File: config.mk
export PLATFORM = sky130hd
export DESIGN_NAME = mig_dma_app_adapter
export DESIGN_NICKNAME = d
export VERILOG_FILES = /design/src/rtl/mig_dma_app_pkg.sv /design/src/rtl/bsg_counter_clear_up.sv /design/src/rtl/mig_dma_app_adapter.sv
export SDC_FILE = /design/constraint.sdc
export NUM_CORES = 1
export LEC_CHECK = 0
export ABC_CLOCK_PERIOD_IN_PS = 5800
export CAP_MARGIN = 5
export CORE_MARGIN = 2
export CORE_UTILIZATION = 45
export DETAILED_ROUTE_END_ITERATION = 7
export GPL_TIMING_DRIVEN = 1
export PLACE_DENSITY = 0.76
export REMOVE_ABC_BUFFERS = 1
export SYNTH_ARGS = -nofsm -noshare
export SYNTH_HDL_FRONTEND = slang
export SYNTH_SLANG_ARGS = --single-unit
File: constraint.sdc
create_clock -name clk_i -period 5.8 [get_ports clk_i]
set_input_delay 0.87 -clock clk_i [delete_from_list [all_inputs] [get_ports clk_i]]
set_output_delay 0.87 -clock clk_i [all_outputs]
set_load 0.005 [all_outputs]
File: src/rtl/mig_dma_app_pkg.sv
// Shared types for the bsg_cache DMA to MIG native app interface adapter.
package mig_dma_app_pkg;

    localparam int dma_caddr_width_gp = 32;

    typedef struct packed {
        logic                          write_not_read;
        logic [dma_caddr_width_gp-1:0] addr;
    } dma_pkt_s;

    typedef enum logic [2:0] {
        e_idle,
        e_wr_fill,
        e_wr_drain,
        e_rd_req,
        e_rd_send
    } state_e;

    typedef enum logic [2:0] {
        e_mig_cmd_write = 3'b000,
        e_mig_cmd_read  = 3'b001
    } mig_cmd_e;

endpackage

File: src/rtl/bsg_counter_clear_up.sv
// Up counter with synchronous clear; clear and up together load init+1.
module bsg_counter_clear_up #(
    parameter int max_val_p  = 8,
    parameter int init_val_p = 0,
    parameter int width_lp   = $clog2(max_val_p + 1)
) (
    input  logic                clk_i,
    input  logic                reset_i,
    input  logic                clear_i,
    input  logic                up_i,
    output logic [width_lp-1:0] count_o
);

    always_ff @(posedge clk_i) begin
        if (reset_i)
            count_o <= width_lp'(init_val_p);
        else if (clear_i)
            count_o <= width_lp'(init_val_p) + width_lp'(up_i);
        else if (up_i)
            count_o <= count_o + width_lp'(1);
    end

endmodule

File: src/rtl/mig_dma_app_adapter.sv
// Block-at-a-time bridge from bsg_cache DMA (packet/fill/evict) to MIG DDR3 app
// commands; the full block is gathered locally before either side is driven.
module mig_dma_app_adapter
    import mig_dma_app_pkg::*;
#(
    parameter int caddr_width_p    = dma_caddr_width_gp,
    parameter int dma_data_width_p = 64,
    parameter int block_width_p    = 512,
    parameter int app_data_width_p = 128,
    parameter int app_addr_width_p = 28,
    parameter int dq_width_p       = 16
) (
    input  logic                          clk_i,
    input  logic                          reset_i,
    input  logic                          init_calib_complete_i,
    input  logic [caddr_width_p:0]        dma_pkt_i,
    input  logic                          dma_pkt_v_i,
    output logic                          dma_pkt_yumi_o,
    output logic [dma_data_width_p-1:0]   dma_data_o,
    output logic                          dma_data_v_o,
    input  logic                          dma_data_ready_and_i,
    input  logic [dma_data_width_p-1:0]   dma_data_i,
    input  logic                          dma_data_v_i,
    output logic                          dma_data_yumi_o,
    output logic [app_addr_width_p-1:0]   app_addr_o,
    output logic [2:0]                    app_cmd_o,
    output logic                          app_en_o,
    input  logic                          app_rdy_i,
    output logic [app_data_width_p-1:0]   app_wdf_data_o,
    output logic [app_data_width_p/8-1:0] app_wdf_mask_o,
    output logic                          app_wdf_wren_o,
    output logic                          app_wdf_end_o,
    input  logic                          app_wdf_rdy_i,
    input  logic [app_data_width_p-1:0]   app_rd_data_i,
    input  logic                          app_rd_data_valid_i,
    output logic                          error_o
);

    localparam int dma_beats_lp  = block_width_p / dma_data_width_p;
    localparam int app_beats_lp  = block_width_p / app_data_width_p;
    localparam int lg_dq_bytes_lp = $clog2(dq_width_p / 8);
    localparam int app_step_lp   = app_data_width_p / dq_width_p;
    localparam int dma_cnt_w_lp  = $clog2(dma_beats_lp);
    localparam int app_cnt_w_lp  = $clog2(app_beats_lp + 1);
    localparam int app_idx_w_lp  = $clog2(app_beats_lp);

    localparam logic [dma_cnt_w_lp-1:0] dma_last_lp = dma_cnt_w_lp'(dma_beats_lp - 1);
    localparam logic [app_cnt_w_lp-1:0] app_full_lp = app_cnt_w_lp'(app_beats_lp);
    localparam logic [app_idx_w_lp-1:0] app_last_lp = app_idx_w_lp'(app_beats_lp - 1);

    dma_pkt_s                   pkt;
    state_e                     state_r, state_n;
    logic [caddr_width_p-1:0]   blk_addr;
    logic [app_addr_width_p-1:0] base_r;
    logic [block_width_p-1:0]   block_r;
    logic                       error_r;

    logic [dma_cnt_w_lp-1:0]    j_cnt;
    logic [app_cnt_w_lp-1:0]    c_cnt, w_cnt;
    logic [app_idx_w_lp-1:0]    r_cnt;
    logic                       cnt_clear, j_up, rd_capture, dma_send;

    assign pkt      = dma_pkt_i;
    assign blk_addr = pkt.addr & ~caddr_width_p'(block_width_p / 8 - 1);

    assign cnt_clear  = (state_r == e_idle);
    assign rd_capture = (state_r == e_rd_req) & app_rd_data_valid_i;
    assign dma_send   = dma_data_v_o & dma_data_ready_and_i;
    assign j_up       = dma_data_yumi_o | dma_send;

    bsg_counter_clear_up #(.max_val_p(dma_beats_lp - 1)) j_counter (
        .clk_i, .reset_i, .clear_i(cnt_clear), .up_i(j_up), .count_o(j_cnt));
    bsg_counter_clear_up #(.max_val_p(app_beats_lp)) c_counter (
        .clk_i, .reset_i, .clear_i(cnt_clear), .up_i(app_en_o & app_rdy_i), .count_o(c_cnt));
    bsg_counter_clear_up #(.max_val_p(app_beats_lp)) w_counter (
        .clk_i, .reset_i, .clear_i(cnt_clear), .up_i(app_wdf_wren_o & app_wdf_rdy_i), .count_o(w_cnt));
    bsg_counter_clear_up #(.max_val_p(app_beats_lp - 1)) r_counter (
        .clk_i, .reset_i, .clear_i(cnt_clear), .up_i(rd_capture), .count_o(r_cnt));

    always_ff @(posedge clk_i) begin
        if (reset_i) begin
            state_r <= e_idle;
            base_r  <= '0;
            error_r <= 1'b0;
        end else begin
            state_r <= state_n;
            if (dma_pkt_yumi_o)
                base_r <= app_addr_width_p'(blk_addr >> lg_dq_bytes_lp);
            // MIG read data has no backpressure, so anything unexpected is lost
            if (app_rd_data_valid_i && state_r != e_rd_req)
                error_r <= 1'b1;
        end
    end

    always_ff @(posedge clk_i) begin
        if (dma_data_yumi_o)
            block_r[int'(j_cnt)*dma_data_width_p +: dma_data_width_p] <= dma_data_i;
        else if (rd_capture)
            block_r[int'(r_cnt)*app_data_width_p +: app_data_width_p] <= app_rd_data_i;
    end

    always_comb begin
        state_n         = state_r;
        dma_pkt_yumi_o  = 1'b0;
        dma_data_yumi_o = 1'b0;
        dma_data_v_o    = 1'b0;
        app_en_o        = 1'b0;
        app_cmd_o       = e_mig_cmd_write;
        app_wdf_wren_o  = 1'b0;
        case (state_r)
            e_idle: begin
                dma_pkt_yumi_o = dma_pkt_v_i & init_calib_complete_i;
                if (dma_pkt_yumi_o)
                    state_n = pkt.write_not_read ? e_wr_fill : e_rd_req;
            end
            e_wr_fill: begin
                dma_data_yumi_o = dma_data_v_i;
                if (dma_data_v_i && j_cnt == dma_last_lp)
                    state_n = e_wr_drain;
            end
            e_wr_drain: begin
                // command and data channels drain independently
                app_en_o       = (c_cnt != app_full_lp);
                app_wdf_wren_o = (w_cnt != app_full_lp);
                if (c_cnt == app_full_lp && w_cnt == app_full_lp)
                    state_n = e_idle;
            end
            e_rd_req: begin
                app_en_o  = (c_cnt != app_full_lp);
                app_cmd_o = e_mig_cmd_read;
                if (app_rd_data_valid_i && r_cnt == app_last_lp)
                    state_n = e_rd_send;
            end
            e_rd_send: begin
                dma_data_v_o = 1'b1;
                if (dma_data_ready_and_i && j_cnt == dma_last_lp)
                    state_n = e_idle;
            end
            default: state_n = e_idle;
        endcase
    end

    assign app_addr_o     = base_r + app_addr_width_p'(int'(c_cnt) * app_step_lp);
    assign app_wdf_data_o = block_r[int'(w_cnt[app_idx_w_lp-1:0])*app_data_width_p +: app_data_width_p];
    assign app_wdf_mask_o = '0;
    assign app_wdf_end_o  = app_wdf_wren_o;
    assign dma_data_o     = block_r[int'(j_cnt)*dma_data_width_p +: dma_data_width_p];
    assign error_o        = error_r;

endmodule

# Word level (Yosys, flattened, before mapping)

Cells that the tools add are included.

Bits in registers: 550
Input port bits: 234
Output and inout port bits: 246
Logic and storage cells: 86

$add $sub $neg: 7
Equality and inequality tests: 16
Shift-type cells: 6
Multiplexer cells: 25
Bitwise gates (word level): 6
Reductions and logical operators: 14

Operators with widths:

| cell                       | count |
|---|---|
| $bwmux 512                 | 2 |
| $mux 512                   | 2 |
| $shift 128x33->512 const A | 1 |
| $shift 64x33->512 const A  | 1 |
| $shiftx 128x33->512        | 1 |
| $shiftx 512x10->128        | 1 |
| $shiftx 512x10->64         | 1 |
| $shiftx 64x33->512         | 1 |
| $neg 9->33                 | 2 |
| $add 28x6->28              | 1 |
| $mux 3                     | 5 |
| $pmux 3 s5                 | 1 |
| $mux 1                     | 14 |
| $eq 3x3->1 const B         | 4 |
| $reduce_bool 2->1          | 5 |
| $add 3x1->3 const B        | 3 |
| $ne 2x2->1 const B         | 4 |
| $eq 3x2->1 const B         | 2 |
| $ne 3x3->1 const B         | 2 |
| $and 1x1->1                | 5 |
| $logic_and 1x1->1          | 5 |
| $reduce_and 5->1           | 1 |
| $reduce_or 2->1            | 2 |
| $eq 3x1->1 const B         | 1 |
| other kinds (7)            | 7 |

# Longest topological paths before layout

Word-level depth: 6
Mapped depth: 13

# Cells and area by module

Synthesis repeated with hierarchy kept, for this count alone.

Cell total of the unflattened synthesis: 2094
Area total of the unflattened synthesis: 30704.4 um^2

By module, submodules not included:

| module                               | instances | cells each | area an instance (um^2) | seq. area each (um^2) |
|---|---|---|---|---|
| mig_dma_app_adapter                  | 1         | 2050       | 30221.5                 | 15915.3 |
| bsg_counter_clear_up (c_counter ...) | 3         | 12         | 131.4                   | 60.1 |
| bsg_counter_clear_up (r_counter)     | 1         | 8          | 88.8                    | 40.0 |

# Worst setup path after synthesis

No wires, ideal clock.

Path type: input -> register
Start point: input port app_rd_data_valid_i
End point: register block_r[0] (enable)
Setup time: 0.575 ns
Arrival time: 5.547 ns
Path slack: -0.321 ns
Cell stages on the path: 2
Buffers on the path: 0
Cell sequence: nand3_1 o21ai_0

Cells in the longest elaborated chain, start to end: 2

RTL lines:

| element                            | RTL line                  | text |
|---|---|---|
| from (decl)                        | mig_dma_app_adapter.sv:35 | `input logic app_rd_data_valid_i,` |
| $and 1x1->1                        | mig_dma_app_adapter.sv:67 | `assign rd_capture = (state_r == e_rd_req) & app_rd_data_valid_i;` |
| $reduce_bool 2->1 (no source line) | --                        |  |
| to (signal, indexed assignment)    | mig_dma_app_adapter.sv:97 | `block_r[int'(j_cnt)*dma_data_width_p +: dma_data_width_p] <= dma_data_i;` |
| to (signal, indexed assignment)    | mig_dma_app_adapter.sv:99 | `block_r[int'(r_cnt)*app_data_width_p +: app_data_width_p] <= app_rd_data_i;` |
| to (decl)                          | mig_dma_app_adapter.sv:55 | `logic [block_width_p-1:0] block_r;` |

Every way passes these cells.
A chain may end at the register's enable or synchronous reset.

# Final worst setup path

Start point: register state_r[0]
End point: output port dma_pkt_yumi_o

Cells in the longest elaborated chain, start to end: 2

RTL lines:

| element                | RTL line                   | text |
|---|---|---|
| from (decl)            | mig_dma_app_adapter.sv:52  | `state_e state_r, state_n;` |
| from (signal assigned) | mig_dma_app_adapter.sv:82  | `state_r <= e_idle;` |
| from (signal assigned) | mig_dma_app_adapter.sv:86  | `state_r <= state_n;` |
| $logic_not 3->1        | mig_dma_app_adapter.sv:110 | `case (state_r)` |
| $mux 1                 | mig_dma_app_adapter.sv:110 |  |
| to (decl)              | mig_dma_app_adapter.sv:18  | `output logic dma_pkt_yumi_o,` |

Every way passes these cells.

==> results.toml <==
[critical_path]
r2r_cells = 8
critPathCaptureType = "primary output"
cp.arrival_ns = 3.39
critPathMaxFanout = 25
r2r_end = "block_r[354]"
path_class = "flip-flop to primary output"
reg2reg_slack_ns = 1.69
startpoint_type = "flip-flop"
required_ns = 4.93
r2r-start = "j_counter.count_o[2]"

[clock_network]
clock_sinks = 550
clk_pin_slew_ns = 0.06
cts-root-buf = "clkbuf_16"
clock_latency_ns = 0.62
htreeDepth = 2
clockBufferDepth = 3
cts_buffers = 61
cts_setup_buffers = 0
post_cts_resized = 0
cts_tree = "done"
hold_buffers = 0

[yosys]
syn_avg_cell_area_um2 = 14.65
yosys_warnings = 0
yosys.area.top_type = "edfxtp_1"
synth_edf_count = 512
yosys-top-cells-area = "edfxtp_1, mux4_2, a22o_1"
ys_ff_latch = 550
yosysSeqAreaShare_pct = 52.96
ys.flop_type = "edfxtp_1"
ys_types = 44
synth_cells = 2079
netlist_area_um2 = 30470
synth_top_area_share_pct = 50.46
synthArstFlopShare_pct = 0

[timing]
finalCritPeriodShare_pct = 73.41
period_minus_slack_ns = 4.258
worstMarginPinSlew_ns = 1.196
slew_headroom_pct = 20.27
layout_setup_ws_ns = 1.542
drv_slew = 0
hold_viol = 0
rsz0062_at_grt = "no"
fin_skew_ns = 0.01012
final.setup.tns_ns = 0
timing.fmax_mhz = 234.9
setup_viol = 0

[global_route]
grtUsageTotal_pct = 29.42
globalRouteOverflowTotal = 0
grt_max_degree = 193
grt_pass1_wl_um = 152100
grt_pass1_vias = 23040
antenna_found_initial = 18

[floorplanning]
num_io_pins = 480
die_area_um2 = 69800
die_x_um = 264.2
rows = 95
die_h_um = 264.2
core_area_um2 = 67160
start_util_pct = 45.37

[min_path]
hold_class = "flip-flop to flip-flop"
whs_path_depth = 2
hp-start = "base_r[27]"
whs_endpoint = "base_r[27]"

[routing]
vias = 22640
drtIter0Drc = 2866
vias_per_cell = 6.870
wire_per_inst_um = 31.97
firstDrtPassIters = 5
drc = 0
ant_nets = 0
routed_wirelength_um = 105300

[layout]
final_util_pct = 55.40
synthToLayoutAreaGrowth_pct = 22.12
drive_gt1_share_pct = 17.52
layout.nets = 2607
fillers = 5240

[power]
powerDensity_nw_per_um2 = 245.6
power.leakage_nw = 12.28
vdd_drop_max_v = 0.0002073

[placed_design]
dp_slack_ns = 1.641
portBuffers = 449
dp_hpwl_um = 58380
place_congestion = 0.8938

[outcome]
outcome = "completed"

[run]
drv_cap = 0
## synth_stat cells, types with 2 or more instances
| cell type | n |
|---|---|
| mux2i_1 | 5 |
| nand2b_1 | 5 |
| nor2_1 | 26 |
| o21ai_0 | 3 |
| buf_1 | 68 |
| and2_1 | 3 |
| clkbuf_1 | 58 |
| nand3b_1 | 2 |
| nand3_1 | 15 |
| a22o_1 | 316 |
| xor2_1 | 11 |
| nand2_1 | 257 |
| and4_1 | 5 |
| xnor2_1 | 16 |
| a32o_1 | 196 |
| nand4_1 | 10 |
| nor4_1 | 2 |
| mux4_2 | 256 |
| nor3b_1 | 2 |
| buf_6 | 6 |
| edfxtp_1 | 512 |
| a21oi_1 | 34 |
| and3_1 | 3 |
| nor2b_1 | 3 |
| nor3_1 | 8 |
| dfxtp_1 | 38 |
| buf_2 | 123 |
| ha_1 | 16 |
| inv_1 | 15 |
| nor4_2 | 2 |
| buf_4 | 49 |
| nor2_4 | 2 |
## flip-flops by register name, summed over array words and instances, names as in the netlist
| signal | flops |
|---|---|
| base_r | 23 |
| error_o | 1 |
| r_counter.count_o | 2 |
| state_r | 3 |
| c_counter.count_o | 3 |
| block_r | 512 |
| j_counter.count_o | 3 |
| w_counter.count_o | 3 |
## layer usage
layer	global-route usage [%]	wire [um]	share of wire, %
met2	48.31	50960	48
met5	0	74	0.070
met1	38.28	38160	36
met3	6.534	12340	12
met4	11.29	3797	3.6
## where the power goes
group | leakage [nW] | switching [W] | internal [W]
Combinational | 6.01 | 0.000454 | 0.000518
Sequential | 5.34 | 0.0000402 | 0.00436
Clock | 0.937 | 0.00164 | 0.00213
Total | 12.3 | 0.00213 | 0.00701
## area by class of cell
cell class	instances	area, um^2	area share [%]
clock inverters	37	269.0	0.7230
repair buffers	499	5007	13.46
inverters	17	67.56	0.1816
diodes	13	32.53	0.08743
multi-input cells	1228	12940	34.78
flip-flops and latches	550	16150	43.42
clock buffers	78	1643	4.415
well taps	873	1092	2.936
## placed cells by master (no fill, tap or decap), drive strengths merged, types with 2 or more instances in the layout
cell type,instances
and2,3
a22o,316
mux2i,5
and3,3
nand3b,2
nor2,28
xnor2,16
nor3b,2
ha,16
and4,5
nor4,4
xor2,11
clkinv,30
inv,20
o21ai,3
nor3,9
dfxtp,38
bufinv,3
nand4,10
a32o,196
nor2b,3
nand2,257
diode,13
clkbuf,78
conb,21
edfxtp,512
a21oi,34
clkdlybuf4s50,449
nand3,15
nand2b,5
mux4,256
buf,50
## per-stage QoR
stage | power (W) | cell area (um^2) | hold slack [ns] | cells
after floorplan | 0.004901 | 29020 | 0.4346 | 1795
after global routing | 0.009361 | 37200 | 0.4921 | 3292
final | 0.009139 | 37210 | 0.4738 | 3295
after global placement | 0.005423 | 35260 | 0.4566 | 3167
after CTS | 0.009159 | 37170 | 0.4721 | 3282
after detailed placement | 0.005444 | 35260 | 0.4643 | 3167
## how the worst max path moves through the flow
stage | from | endpoint | slack [ns]
finish | state_r[0] | dma_pkt_yumi_o | 1.54
global route | state_r[0] | dma_pkt_yumi_o | 1.25
CTS | state_r[0] | dma_pkt_yumi_o | 1.54
detailed placement | dma_pkt_v_i | dma_pkt_yumi_o | 1.64
global placement | dma_pkt_v_i | dma_pkt_yumi_o | 1.70
floorplan | j_counter.count_o[1] | block_r[128] | -9.79
## worst max-delay path, cell delays in order (launching register included)
cell and delay [ns]:
dfxtp_1 0.46, nor3_1 0.29, nand3_1 0.71, inv_2 0.69, clkdlybuf4s50_1 0.60
## logic make-up (layout without fill, tap and decap cells)
| kind of cell | count (synthesis) | count (layout) | synth area share (%) |
|---|---|---|---|
| simple gates | 349 | 349 | 4.969 |
| compound gates | 554 | 554 | 16.32 |
| xor+xnor | 27 | 27 | 0.7762 |
| mux | 261 | 261 | 19.09 |
| buf+inv | 321 | 631 | 5.220 |
| fa+ha+maj | 16 | 16 | 0.6571 |
| flops | 550 | 550 | 52.96 |
| other cells | 1 | 34 | 0.01231 |
(Power assumes the default switching activity.)
